<file path="src/rtl/masked_gf16_mult_compress.sv">
// Re-masks the nine 3-share GF(16) partial products with fresh r, registers them, then compresses to 3 shares.
// Latency 2, one result/cycle; holds up to 2 results under backpressure. MASKED_COMPRESS_DBG_UNMASK_EN adds a debug unmask port.
module masked_gf16_mult_compress #(
  parameter int W     = 4,
  parameter int CNT_W = 16
) (
  input  logic             clk,
  input  logic             rst,
  input  logic [9*W-1:0]   p_in,
  input  logic [3*W-1:0]   r_in,
  input  logic             in_valid,
  output logic             in_ready,
  output logic [3*W-1:0]   y_out,
  output logic             out_valid,
  input  logic             out_ready,
  output logic [CNT_W-1:0] rand_cnt
`ifdef MASKED_COMPRESS_DBG_UNMASK_EN
  ,
  output logic [W-1:0]     dbg_unmasked
`endif
);

  if (W != 4) begin : g_w_check
    $error("masked_gf16_mult_compress: W must be 4");
  end

  logic [8:0][W-1:0] p_arr;
  logic [2:0][W-1:0] r_arr;
  logic [8:0][W-1:0] q_nxt;
  logic [8:0][W-1:0] q_dat;
  logic [2:0][W-1:0] y_nxt;
  logic [2:0][W-1:0] y_dat;
  logic              s1_vld;
  logic              s2_vld;
  logic              accept;
  logic              s2_load;

  assign p_arr = p_in;
  assign r_arr = r_in;

  assign s2_load   = s1_vld & (~s2_vld | out_ready);
  assign in_ready  = ~s1_vld | s2_load;
  assign accept    = in_valid & in_ready;
  assign out_valid = s2_vld;
  assign y_out     = y_dat;

  // Every r_k lands in two different output rows, so it cancels in the unmasked sum.
  always_comb begin
    q_nxt    = p_arr;
    q_nxt[1] = p_arr[1] ^ r_arr[0];
    q_nxt[2] = p_arr[2] ^ r_arr[1];
    q_nxt[3] = p_arr[3] ^ r_arr[1];
    q_nxt[5] = p_arr[5] ^ r_arr[2];
    q_nxt[6] = p_arr[6] ^ r_arr[2];
    q_nxt[7] = p_arr[7] ^ r_arr[0];
  end

  // Compression reads only registered q, keeping the glitch barrier intact.
  always_comb begin
    y_nxt = '0;
    for (int i = 0; i < 3; i++) begin
      y_nxt[i] = q_dat[3*i] ^ q_dat[3*i+1] ^ q_dat[3*i+2];
    end
  end

  always_ff @(posedge clk or posedge rst) begin
    if (rst) begin
      s1_vld <= 1'b0;
      q_dat  <= '0;
    end else if (accept) begin
      s1_vld <= 1'b1;
      q_dat  <= q_nxt;
    end else if (s2_load) begin
      s1_vld <= 1'b0;
    end
  end

  always_ff @(posedge clk or posedge rst) begin
    if (rst) begin
      s2_vld <= 1'b0;
      y_dat  <= '0;
    end else if (s2_load) begin
      s2_vld <= 1'b1;
      y_dat  <= y_nxt;
    end else if (out_ready) begin
      s2_vld <= 1'b0;
    end
  end

  always_ff @(posedge clk or posedge rst) begin
    if (rst) begin
      rand_cnt <= '0;
    end else if (accept && (rand_cnt != {CNT_W{1'b1}})) begin
      rand_cnt <= rand_cnt + {{(CNT_W-1){1'b0}}, 1'b1};
    end
  end

`ifdef MASKED_COMPRESS_DBG_UNMASK_EN
  logic [W-1:0] p_sum;
  logic [W-1:0] sh1_sum;

  always_comb begin
    p_sum = '0;
    for (int k = 0; k < 9; k++) begin
      p_sum = p_sum ^ p_arr[k];
    end
  end

  always_ff @(posedge clk or posedge rst) begin
    if (rst) begin
      sh1_sum <= '0;
    end else if (accept) begin
      sh1_sum <= p_sum;
    end
  end

  assign dbg_unmasked = y_dat[0] ^ y_dat[1] ^ y_dat[2];

  always @(posedge clk) begin
    if (!rst && s2_load) begin
      assert ((y_nxt[0] ^ y_nxt[1] ^ y_nxt[2]) == sh1_sum);
    end
  end
`endif

endmodule

</file>
<file path="config.mk">
export PLATFORM = sky130hd
export DESIGN_NAME = masked_gf16_mult_compress
export DESIGN_NICKNAME = d
export VERILOG_FILES = /design/src/rtl/masked_gf16_mult_compress.sv
export SDC_FILE = /design/constraint.sdc
export NUM_CORES = 1
export LEC_CHECK = 0
export ABC_AREA = 1
export CAP_MARGIN = 25
export CORE_MARGIN = 10
export CORE_UTILIZATION = 36
export DETAILED_ROUTE_END_ITERATION = 12
export PLACE_DENSITY = 0.65
export SETUP_SLACK_MARGIN = 0.2
export SYNTH_ARGS = -nofsm -noshare
export SYNTH_HDL_FRONTEND = slang
export SYNTH_SLANG_ARGS = --single-unit
</file>
<file path="constraint.sdc">
create_clock -name clk -period 2.3 [get_ports clk]
set_input_delay 0.46 -clock clk [delete_from_list [all_inputs] [get_ports clk]]
set_output_delay 0.46 -clock clk [all_outputs]
set_load 0.03 [all_outputs]
</file>
* Yosys cells after proc, flatten, opt, wreduce, memory -nomap -nowiden
Index checks and enable logic that the tools add are counted.
Storage, ports and cells: input port bits 52, flip-flop bits (word level) 66
Cells by class: reductions and logical operators 3, add/subtract/negate cells 1, mux-type cells 4, bitwise gates (word level) 18, equality and inequality tests 1
Operators with widths (count):
- $xor A4 B4 Y4 | 12
- $add A16 B1 Y16 const B | 1
- $ne A16 B16 Y1 const B | 1
- $mux W1 | 4
- $reduce_bool A2 Y1 | 2
- $and A1 B1 Y1 | 2
- $not A1 Y1 | 2
- $or A1 B1 Y1 | 2
- $logic_and A1 B1 Y1 | 1

* Longest topological paths before layout
Gate-level depths: netlist of the first run.
depth in word-level cells 6, mapped depth 9, gate-level depth less buffers 8

* Least setup slack after synthesis of the first run
No wires, ideal clock.
kind reg2reg, start point reg rand_cnt[0], end point reg rand_cnt[0], library setup time 119 ps, cell stages (with the launch flop) 10, slack 635 ps, arrival time 1546 ps, cell sequence dfrtp_1 ha_1 nand3_2 inv_2 nand2_2 nor2_4 nor2_4 buf_6 nand2_1 nand2_1
On the way: word-level cells in the longest chain between the ends 2, elaborated cells between the ends (all ways) 3
Ends and longest elaborated chain:
- start: declaration | RTL line 16 | output logic [CNT_W-1:0] rand_cnt
- start signal: assignment | RTL line 94 | rand_cnt <= rand_cnt + {{(CNT_W-1){1'b0}}, 1'b1};
- branches (longest 2 deep; another with $add A16 B1 Y16)
Parallel ways; which one is timed is not known. A chain may end at the register's enable or synchronous reset.

* Worst setup path after layout of the first run
start point reg rand_cnt[2], end point out rand_cnt[2]
No word-level cell between the ends.

==> reports/results.ini, run 1 <==
[detailed_routing]
wire_per_inst_um=13.27
vias=2621
remaining_drc_errors=0
first_pass_iters=4
final_antenna_net_count=0
drtIter0Drc=103
avgViaCountPerCell=4.606
wl_um=7551

[cells_and_area]
drive_gt1_frac=0.08894
layout.cells.most_common_list=nand2_1, clkdlybuf4s50_1, dfrtp_1, xnor2_1, o21ai_0
synthToLayoutAreaGrowth_pct=36.19
nets=509
mostFrequentLayoutCell=nand2_1
insertedDiodeCount=0
nFillCells=820

[yosys]
ys_ff_latch=66
syn_nets=423
synth_xor_area_frac=0.1427
synth_top_family_by_area=simple AND/OR/NAND/NOR gates
ys_seq_area_frac=0.5077
postSynthCellCount=370
syn_area_um2=3253
synth_mux_area_frac=0
synth_fa_ha_area_frac=0.003846
synth-compound-area-share=0.07654
yosys.area_share.simple=0.2335
avgSynthCellArea_um2=8.792
synth_cell_type_count=22
ys_warn_count=0

[job]
cap_violations=0

[worst_setup_path]
cpPeakStageDelay_ns=0.73
path_max_fanout=7
cp_top_family=buffers and inverters
path_cells=clkdlybuf4s50_1
worstSetupPathType=reg2out
r2r_slack_ns=0.59
worst_path_max_delay_cell=clkdlybuf4s50_1
critPathCaptureType=output pin
path_buf_inv=1
worstPathArrival_ns=1.57
cp.required_ns=1.84
cp-start-kind=flip-flop

[floorplanning]
fp-row-count=34
core_um2=8763
die_area_um2=13240
die_h_um=115.1
start_util=0.3712
die_x_um=115.1
io_pins=82

[global_route]
grt_pass1_vias=2787
grt_overflow=0
grt_pass1_wl_um=13130
antenna_found_initial=0
grt_use_total=0.1206
grt_max_degree=67

[power_and_ir_drop]
clkPwrFrac=0.259
p_seq_frac=0.397
ir_worst_vdd_v=0.0003564
p_switching_w=0.001527
power_w=0.004236
swShare=0.3605
combPwrFrac=0.344
power_density_nw_per_um2=956.1
p_int_w=0.002709
p_leak_nw=1.885

[clock_tree]
postCtsHoldBufs=0
path_clk_slew_ns=0.08
htree_levels=3
postCtsSetupRepairBufs=0
cts_root_buf=clkbuf_8
numCtsBuffers=9
cts_resized=1
cts_tree=done
worstSkewPairLatency_ns=0.34
clock-sinks=66
cts_max_path_buffers=2

[sta]
hold_violations=0
fmax_mhz=492.7
period_needed_ns=2.029
relSlewSlack=0.6977
setup_violations=0
setup_tns_ns=0
fin_crit_sh=0.8824
skew_ns=0.008896
holdWs_ns=0.4876
worstMarginPinSlew_ns=0.4523
rsz0062_at_grt=false
slew_violations=0

[place]
portBuffers=81
detailedPlacementHpwl_um=5711
gp_congestion=0.7649

[worst_hold_path]
hold_path_class=reg2reg

[outcome]
status=completed

[metrics by stage]
| stage | area (µm²) | instances | util | setup slack, ns |
|---|---|---|---|---|
| after floorplan | 3257 | 370 | - | 0.6353 |
| after global placement | 4209 | 553 | 0.4803 | 0.1392 |
| after detailed placement | 4209 | 553 | 0.4803 | 0.1272 |
| after CTS | 4431 | 569 | 0.5056 | 0.2595 |
| after global routing | 4431 | 569 | 0.5056 | 0.2187 |
| final | 4431 | 569 | 0.5056 | 0.2706 |
[layout make-up]
class,instances,area (µm²),share of cell area
timing repair buffer,86,872.1,0.1968
sequential,66,1652,0.3728
clock inverter,7,98.84,0.02231
clock buffer,9,123.9,0.02796
inverter,16,63.81,0.01440
multi-input combinational,277,1485,0.3352
tap,108,135.1,0.03050
[flip-flops by register name (all words and copies together), names as in the netlist]
signal and flops:
out_valid 1, q_dat 36, rand_cnt 16, s1_vld 1
y_out 12
[worst paths after layout]
check                            start     endpoint  depth (start not counted)
setup / recovery           rand_cnt[2]  rand_cnt[2]                          1
hold / removal                y_out[5]     y_out[5]                          2
setup reg to reg           rand_cnt[0]  rand_cnt[3]                          8
hold reg to reg               y_out[5]     y_out[5]                          2
max in group asynchronous          rst     q_dat[8]                          3
min in group asynchronous          rst  rand_cnt[0]                          3
[logic make-up after synthesis]
family	after synthesis
fa+ha+maj	1
compound gates	46
xor+xnor	53
buf+inv	27
flops	66
simple gates	177
[layer usage]
| layer | up-vias | track usage | wire length, µm |
|---|---|---|---|
| met5 | - | 0 | 0 |
| met4 | 0 | 0.02475 | 59 |
| met3 | 9 | 0.05990 | 763 |
| met2 | 87 | 0.1854 | 3308 |
| met1 | 1186 | 0.1497 | 3420 |
| li1 | 1339 | - | - |
[synthesized netlist by cell type]
cell      count  area (µm²)
nand2_1     136       510.5
dfrtp_1      66        1652
xnor2_1      39       341.6
o21ai_0      38       190.2
inv_1        15       56.30
xor2_1       14       122.6
nor2_1       13       48.80
clkbuf_1      9       33.78
nand3_1       8       40.04
nand4_1       6       37.54
o21ai_2       5       43.79
nand2_2       3       18.77
nor2_2        3       18.77
nor2_4        3       33.78
o21ai_1       3       15.01
buf_6         2       22.52
nand3_2       2       20.02
ha_1          1       12.51
inv_2         1       3.750
nand2_4       1       11.26
nand3b_1      1       7.510
nand4_2       1       12.51
[power groups by stage]
| stage | sequential (W) | clock (W) | combinational, W |
|---|---|---|---|
| final | 0.00168 | 0.00110 | 0.00146 |
| after global placement | 0.00170 | 0 | 0.00146 |
| after global routing | 0.00172 | 0.00118 | 0.00160 |
| after floorplan | 0.00200 | 0 | 0.000549 |
| after detailed placement | 0.00171 | 0 | 0.00148 |
| after CTS | 0.00169 | 0.00113 | 0.00148 |
No activity file was read; power rests on OpenSTA's default activity.
==> run 2, diff against run 1 <==
- CELL_PAD_IN_SITES_DETAIL_PLACEMENT: not set -> 2
- CELL_PAD_IN_SITES_GLOBAL_PLACEMENT: not set -> 2
- CORE_UTILIZATION: 36 -> 29
- PLACE_DENSITY: 0.65 -> 0.83
==> run 2 against run 1 <==
- setup slack better by 0.028 ns
- global-route usage up 1.2 points
- critical path type unchanged
- sequential power hardly changed
- utilization is 9.1 points lower
- power grew 6.9%
- largest power group unchanged
- count of clock-buffer cells in the layout stayed put
- maximum frequency grew 1.4%
- highest routed layer unchanged
- clock power is 20% higher
- wire length up 35%
- first-iteration DRC count is 26% higher
- critical endpoint is now rand_cnt[12]
==> reports/results.ini, run 2 (synthesized netlist as in run 1, its figures left out) <==
[sta]
relSlewSlack=0.6692  ; was 0.6977
fin_crit_sh=0.8702  ; was 0.8824
holdWs_ns=0.4742  ; was 0.4876 ns
setup_violations=0  ; unchanged
rsz0062_at_grt=false  ; unchanged
skew_ns=0.004869  ; was 0.008896 ns
worstMarginPinSlew_ns=0.4950  ; was 0.4523 ns
setup_tns_ns=0  ; unchanged
fmax_mhz=499.7  ; was 492.7 MHz
period_needed_ns=2.001  ; was 2.029 ns
slew_violations=0  ; unchanged
hold_violations=0  ; unchanged

[clock_tree]
cts_root_buf=clkbuf_8  ; unchanged
cts_tree=done  ; unchanged
clock-sinks=66  ; unchanged
cts_max_path_buffers=2  ; unchanged
worstSkewPairLatency_ns=0.35  ; was 0.34 ns
htree_levels=3  ; unchanged
path_clk_slew_ns=0.08  ; about the same
numCtsBuffers=9  ; unchanged
postCtsHoldBufs=0  ; unchanged

[floorplanning]
fp-row-count=38  ; was 34
die_x_um=125.9  ; was 115.1 µm
die_h_um=125.9  ; was 115.1 µm
core_um2=10890  ; was 8763 µm²
die_area_um2=15850  ; was 13,240 µm²
start_util=0.2988  ; was 0.3712
io_pins=82  ; unchanged

[detailed_routing]
avgViaCountPerCell=4.725  ; was 4.606
vias=2840  ; was 2,621
wire_per_inst_um=16.95  ; was 13.27 µm
first_pass_iters=3  ; was 4
drtIter0Drc=130  ; was 103
wl_um=10190  ; was 7551 µm
final_antenna_net_count=0  ; unchanged
remaining_drc_errors=0  ; unchanged

[place]
portBuffers=81  ; unchanged
place_inst=585  ; was 553
detailedPlacementHpwl_um=7763  ; was 5711 µm
gp_congestion=0.7470  ; was 0.7649

[worst_setup_path]
path_cells=clkdlybuf4s50_1  ; unchanged
worstSetupPathType=reg2out  ; unchanged
cp_top_family=buffers and inverters  ; unchanged
worst_path_max_delay_cell=clkdlybuf4s50_1  ; unchanged
cp.required_ns=1.84  ; about the same
worstPathArrival_ns=1.54  ; was 1.57 ns
path_max_fanout=6  ; was 7
path_buf_inv=1  ; unchanged
critPathCaptureType=output pin  ; unchanged
cp-start-kind=flip-flop  ; unchanged
r2r_slack_ns=0.50  ; was 0.59 ns
cpPeakStageDelay_ns=0.72  ; was 0.73 ns

[global_route]
grtUsageMet1=0.1454  ; was 0.1497
busiest_layer=met2  ; unchanged
grt_max_degree=60  ; was 67
grt_pass1_vias=3409  ; was 2,787
grt_pass1_wl_um=17340  ; was 13,130 µm
use_met3=0.03817  ; was 0.05990
grt_use_met2=0.2373  ; was 0.1854
grt_use_total=0.1325  ; was 0.1206
grt_overflow=0  ; unchanged
antenna_found_initial=0  ; unchanged

[outcome]
status=completed  ; unchanged

[cells_and_area]
synthToLayoutAreaGrowth_pct=38.81  ; was 36.19%
stdcell_count=601  ; was 569
drive_gt1_frac=0.08894  ; unchanged
layout.cells.most_common_list=nand2_1, clkdlybuf4s50_1, dfrtp_1, xnor2_1, o21ai_0  ; unchanged
nets=509  ; unchanged
insertedDiodeCount=0  ; unchanged
mostFrequentLayoutCell=nand2_1  ; unchanged
final_util=0.4147  ; was 0.5056
largest_register_ffs=36  ; unchanged
regMostFlops=q_dat  ; unchanged

[worst_hold_path]
hold_path_class=in2async  ; was reg2reg

[power_and_ir_drop]
power_w=0.004530  ; was 0.004236 W
ir_worst_vdd_v=0.0004101  ; was 0.0003564 V
power_density_nw_per_um2=1003  ; was 956.1 nW/µm²
p_leak_nw=1.917  ; was 1.885 nW

[job]
cap_violations=0  ; unchanged

## run 2: cell types whose count changed in the layout (fill, tap and decap cells not counted)
cell	change
clkdlybuf4s50_1	-1
inv_6	-3
bufinv_16	+2
dlymetal6s2s_1	+1
clkinv_4	+1
## run 2: power breakdown
group	switching, W	internal (W)
sequential	0.000259	0.00144
combinational	0.000861	0.000649
clock	0.000491	0.000830
## run 2: repair_timing
action	CTS	global route
resized for setup	1	1
buffers inserted	0	0
pin swaps	0	0
setup endpoints to repair	1	1
gates cloned	0	0
## run 2: area by class of cell
type	count	area, µm²
fill	1201	6372
sequential	66	1652
multi-input combinational	277	1485
timing repair buffer	86	874.6
tap	140	175.2
clock inverter	7	141.4
clock buffer	9	123.9
inverter	16	63.81
## run 2: per-stage QoR
step / area (µm²) / setup WS [ns]
floorplan: 3257 / 0.6353
global route: 4516 / 0.2116
global placement: 4249 / 0.1325
CTS: 4513 / 0.2403
finish: 4516 / 0.2986
detailed placement: 4249 / 0.1290
## run 2: layer usage
layer / wire length, µm / vias up
li1: - / 1341
met1: 4120 / 1421
met2: 5389 / 70
met3: 582 / 8
met4: 97 / 0
met5: 0 / -
## run 2: path summary, 6_finish.rpt
kind                              startpoint      endpoint  cells past startpoint
worst max-delay path            rand_cnt[12]  rand_cnt[12]                      1
worst min-delay path                     rst   rand_cnt[3]                      2
worst max register to register   rand_cnt[0]   rand_cnt[7]                      8
worst min register to register      y_out[4]      y_out[4]                      2
max in group asynchronous                rst     q_dat[15]                      3
min in group clk                    y_out[4]      y_out[4]                      2
==> run 3, diff against run 2 <==
==> constraint.sdc (replaced) <==
create_clock -name clk -period 2.3 [get_ports clk]
set_input_delay 0.46 -clock clk [delete_from_list [all_inputs] [get_ports clk]]
set_output_delay 0.46 -clock clk [all_outputs]
set_load 0.1 [all_outputs]
==> run 3 against run 2 <==
- critical path type is now reg2reg
- utilization down 1.1 points
- largest power group is now combinational logic
- global-route usage is 0.20 points lower
- register-to-register slack improved by 0.03 ns
- sequential share of layout area rose by 1.1 points
- non-clock buffer count decreased by 1
- cell count down 0.17%
- critical endpoint is now rand_cnt[9]
==> reports/results.ini, run 3 (synthesized netlist as in run 1, its figures left out) <==
[place]
gp_congestion=0.7250  ; was 0.7470
portBuffers=81  ; unchanged
dp_slack_ns=0.3899  ; was 0.1290 ns
detailedPlacementHpwl_um=7566  ; was 7763 µm

[detailed_routing]
wire_per_inst_um=16.99  ; was 16.95 µm
first_pass_iters=4  ; was 3
wl_um=10190  ; about the same
final_antenna_net_count=0  ; unchanged
remaining_drc_errors=0  ; unchanged
drtIter0Drc=161  ; was 130
vias=2782  ; was 2,840
avgViaCountPerCell=4.637  ; was 4.725

[clock_tree]
clock-sinks=66  ; unchanged
postCtsHoldBufs=0  ; unchanged
path_clk_slew_ns=0.09  ; was 0.08 ns
cts_tree=done  ; unchanged
cts_root_buf=clkbuf_8  ; unchanged
postCtsSetupRepairBufs=0  ; unchanged
worstSkewPairLatency_ns=0.36  ; was 0.35 ns
cts_resized=0  ; was 1
cts_max_path_buffers=2  ; unchanged
htree_levels=3  ; unchanged
numCtsBuffers=9  ; unchanged

[cells_and_area]
layout.cells.most_common_list=nand2_1, dfrtp_1, clkdlybuf4s50_1, xnor2_1, o21ai_0  ; was nand2_1, clkdlybuf4s50_1, dfrtp_1, xnor2_1, o21ai_0
final_util=0.4032  ; was 0.4147
insertedDiodeCount=0  ; unchanged
drive_gt1_frac=0.1587  ; was 0.08894
mostFrequentLayoutCell=nand2_1  ; unchanged
nets=508  ; was 509
regMostFlops=q_dat  ; unchanged
nFillCells=1205  ; was 1,201
largest_register_ffs=36  ; unchanged
synthToLayoutAreaGrowth_pct=34.96  ; was 38.81%

[floorplanning]
start_util=0.2988  ; unchanged
core_um2=10890  ; unchanged
die_area_um2=15850  ; unchanged
io_pins=82  ; unchanged
fp-row-count=38  ; unchanged
die_x_um=125.9  ; unchanged
die_h_um=125.9  ; unchanged

[job]
cap_violations=0  ; unchanged

[worst_setup_path]
critPathCaptureType=flip-flop  ; was output pin
path_buf_inv=1  ; unchanged
path_max_fanout=17  ; was 6
worstSetupPathType=reg2reg  ; was reg2out
worstPathArrival_ns=2.04  ; was 1.54 ns
cp.required_ns=2.58  ; was 1.84 ns
cp_num_cells=8  ; was 1
cpPeakStageDelay_ns=0.47  ; was 0.72 ns
worst_path_max_delay_cell=dfrtp_2  ; was clkdlybuf4s50_1
worstRegToRegCells=8  ; unchanged
path_cells=ha_1, nand3_2, inv_2, nand2_2, nor2_4, nor2_4, nand2_1, o21ai_2  ; was clkdlybuf4s50_1
cp_top_family=simple AND/OR/NAND/NOR gates  ; was buffers and inverters
path_common_cell=nor2_4
cp-start-kind=flip-flop  ; unchanged

[power_and_ir_drop]
p_switching_w=0.002607  ; was 0.001612 W
combPwrFrac=0.466  ; was 0.333
p_int_w=0.002541  ; was 0.002918 W
p_leak_nw=1.914  ; was 1.917 nW
ir_worst_vdd_v=0.0005519  ; was 0.0004101 V
clkPwrFrac=0.201  ; was 0.292
p_seq_frac=0.333  ; was 0.375
power_density_nw_per_um2=1173  ; was 1003 nW/µm²
swShare=0.5065  ; was 0.3558

[sta]
setup_violations=0  ; unchanged
rsz0062_at_grt=false  ; unchanged
holdWs_ns=0.5021  ; was 0.4742 ns
worstMarginPinSlew_ns=0.4702  ; was 0.4950 ns
relSlewSlack=0.6858  ; was 0.6692
setup_slack_ns=0.5344  ; was 0.2986 ns
setup_tns_ns=0  ; unchanged
slew_violations=0  ; unchanged
fin_crit_sh=0.7677  ; was 0.8702
skew_ns=0.01192  ; was 0.004869 ns
period_needed_ns=1.766  ; was 2.001 ns
hold_violations=0  ; unchanged
fmax_mhz=566.4  ; was 499.7 MHz

[global_route]
antenna_found_initial=1  ; was 0
grt_overflow=0  ; unchanged
grt_use_total=0.1305  ; was 0.1325
grt_pass1_wl_um=17140  ; was 17,340 µm
grt_pass1_vias=3322  ; was 3,409
grt_max_degree=67  ; was 60

[worst_hold_path]
whs_path_depth=2
hold_path_class=reg2reg  ; was in2async

[outcome]
status=completed  ; unchanged

## run 3: final timing paths
kind	from	endpoint	slack (ns)
min reg2reg	y_out[11]	y_out[11]	0.50
max in group asynchronous	rst	y_out[5]	1.44
max reg2reg	rand_cnt[0]	rand_cnt[9]	0.53
min	y_out[11]	y_out[11]	0.50
min in group asynchronous	rst	rand_cnt[3]	0.55
max	rand_cnt[0]	rand_cnt[9]	0.53
## run 3: power by group through the flow
stage                     combinational, W  sequential, W  clock [W]
after floorplan                   0.000563        0.00291          0
after global placement             0.00236        0.00172          0
after detailed placement           0.00241        0.00174          0
after CTS                          0.00244        0.00172    0.00107
after global routing               0.00255        0.00176    0.00112
final                              0.00240        0.00171    0.00103
## run 3: per-layer routing
metal  GRT usage  vias to the layer above  share of wire
li1            -                     1332              -
met1      0.1481                     1371           0.42
met2      0.2305                       68           0.51
met3     0.03901                       11          0.061
met4     0.03818                        0          0.011
met5           0                        -              0
## run 3: area by class of cell
class / count / area, µm² / area share
flip-flops and latches: 66 / 1655 / 0.3770
clock inverters: 7 / 76.32 / 0.01738
well taps: 140 / 175.2 / 0.03990
clock buffers: 9 / 123.9 / 0.02821
repair buffers: 85 / 803.3 / 0.1830
inverters: 16 / 63.81 / 0.01453
multi-input cells: 277 / 1493 / 0.3400
## run 3: metrics by stage
step / instance area [µm²] / total power, W / instances
2_1_floorplan: 3268 / 0.003478 / 370
3_3_place_gp: 4190 / 0.004071 / 584
3_5_place_dp: 4190 / 0.004153 / 584
4_1_cts: 4390 / 0.005230 / 600
5_1_grt: 4390 / 0.005436 / 600
6_report: 4390 / 0.005148 / 600
## run 3: worst register-to-register path, cell delays in order (launching register included)
cell and delay [ns]:
dfrtp_2 0.47, ha_1 0.29, nand3_2 0.14, inv_2 0.07, nand2_2 0.08, nor2_4 0.05, nor2_4 0.37, nand2_1 0.16
o21ai_2 0.08
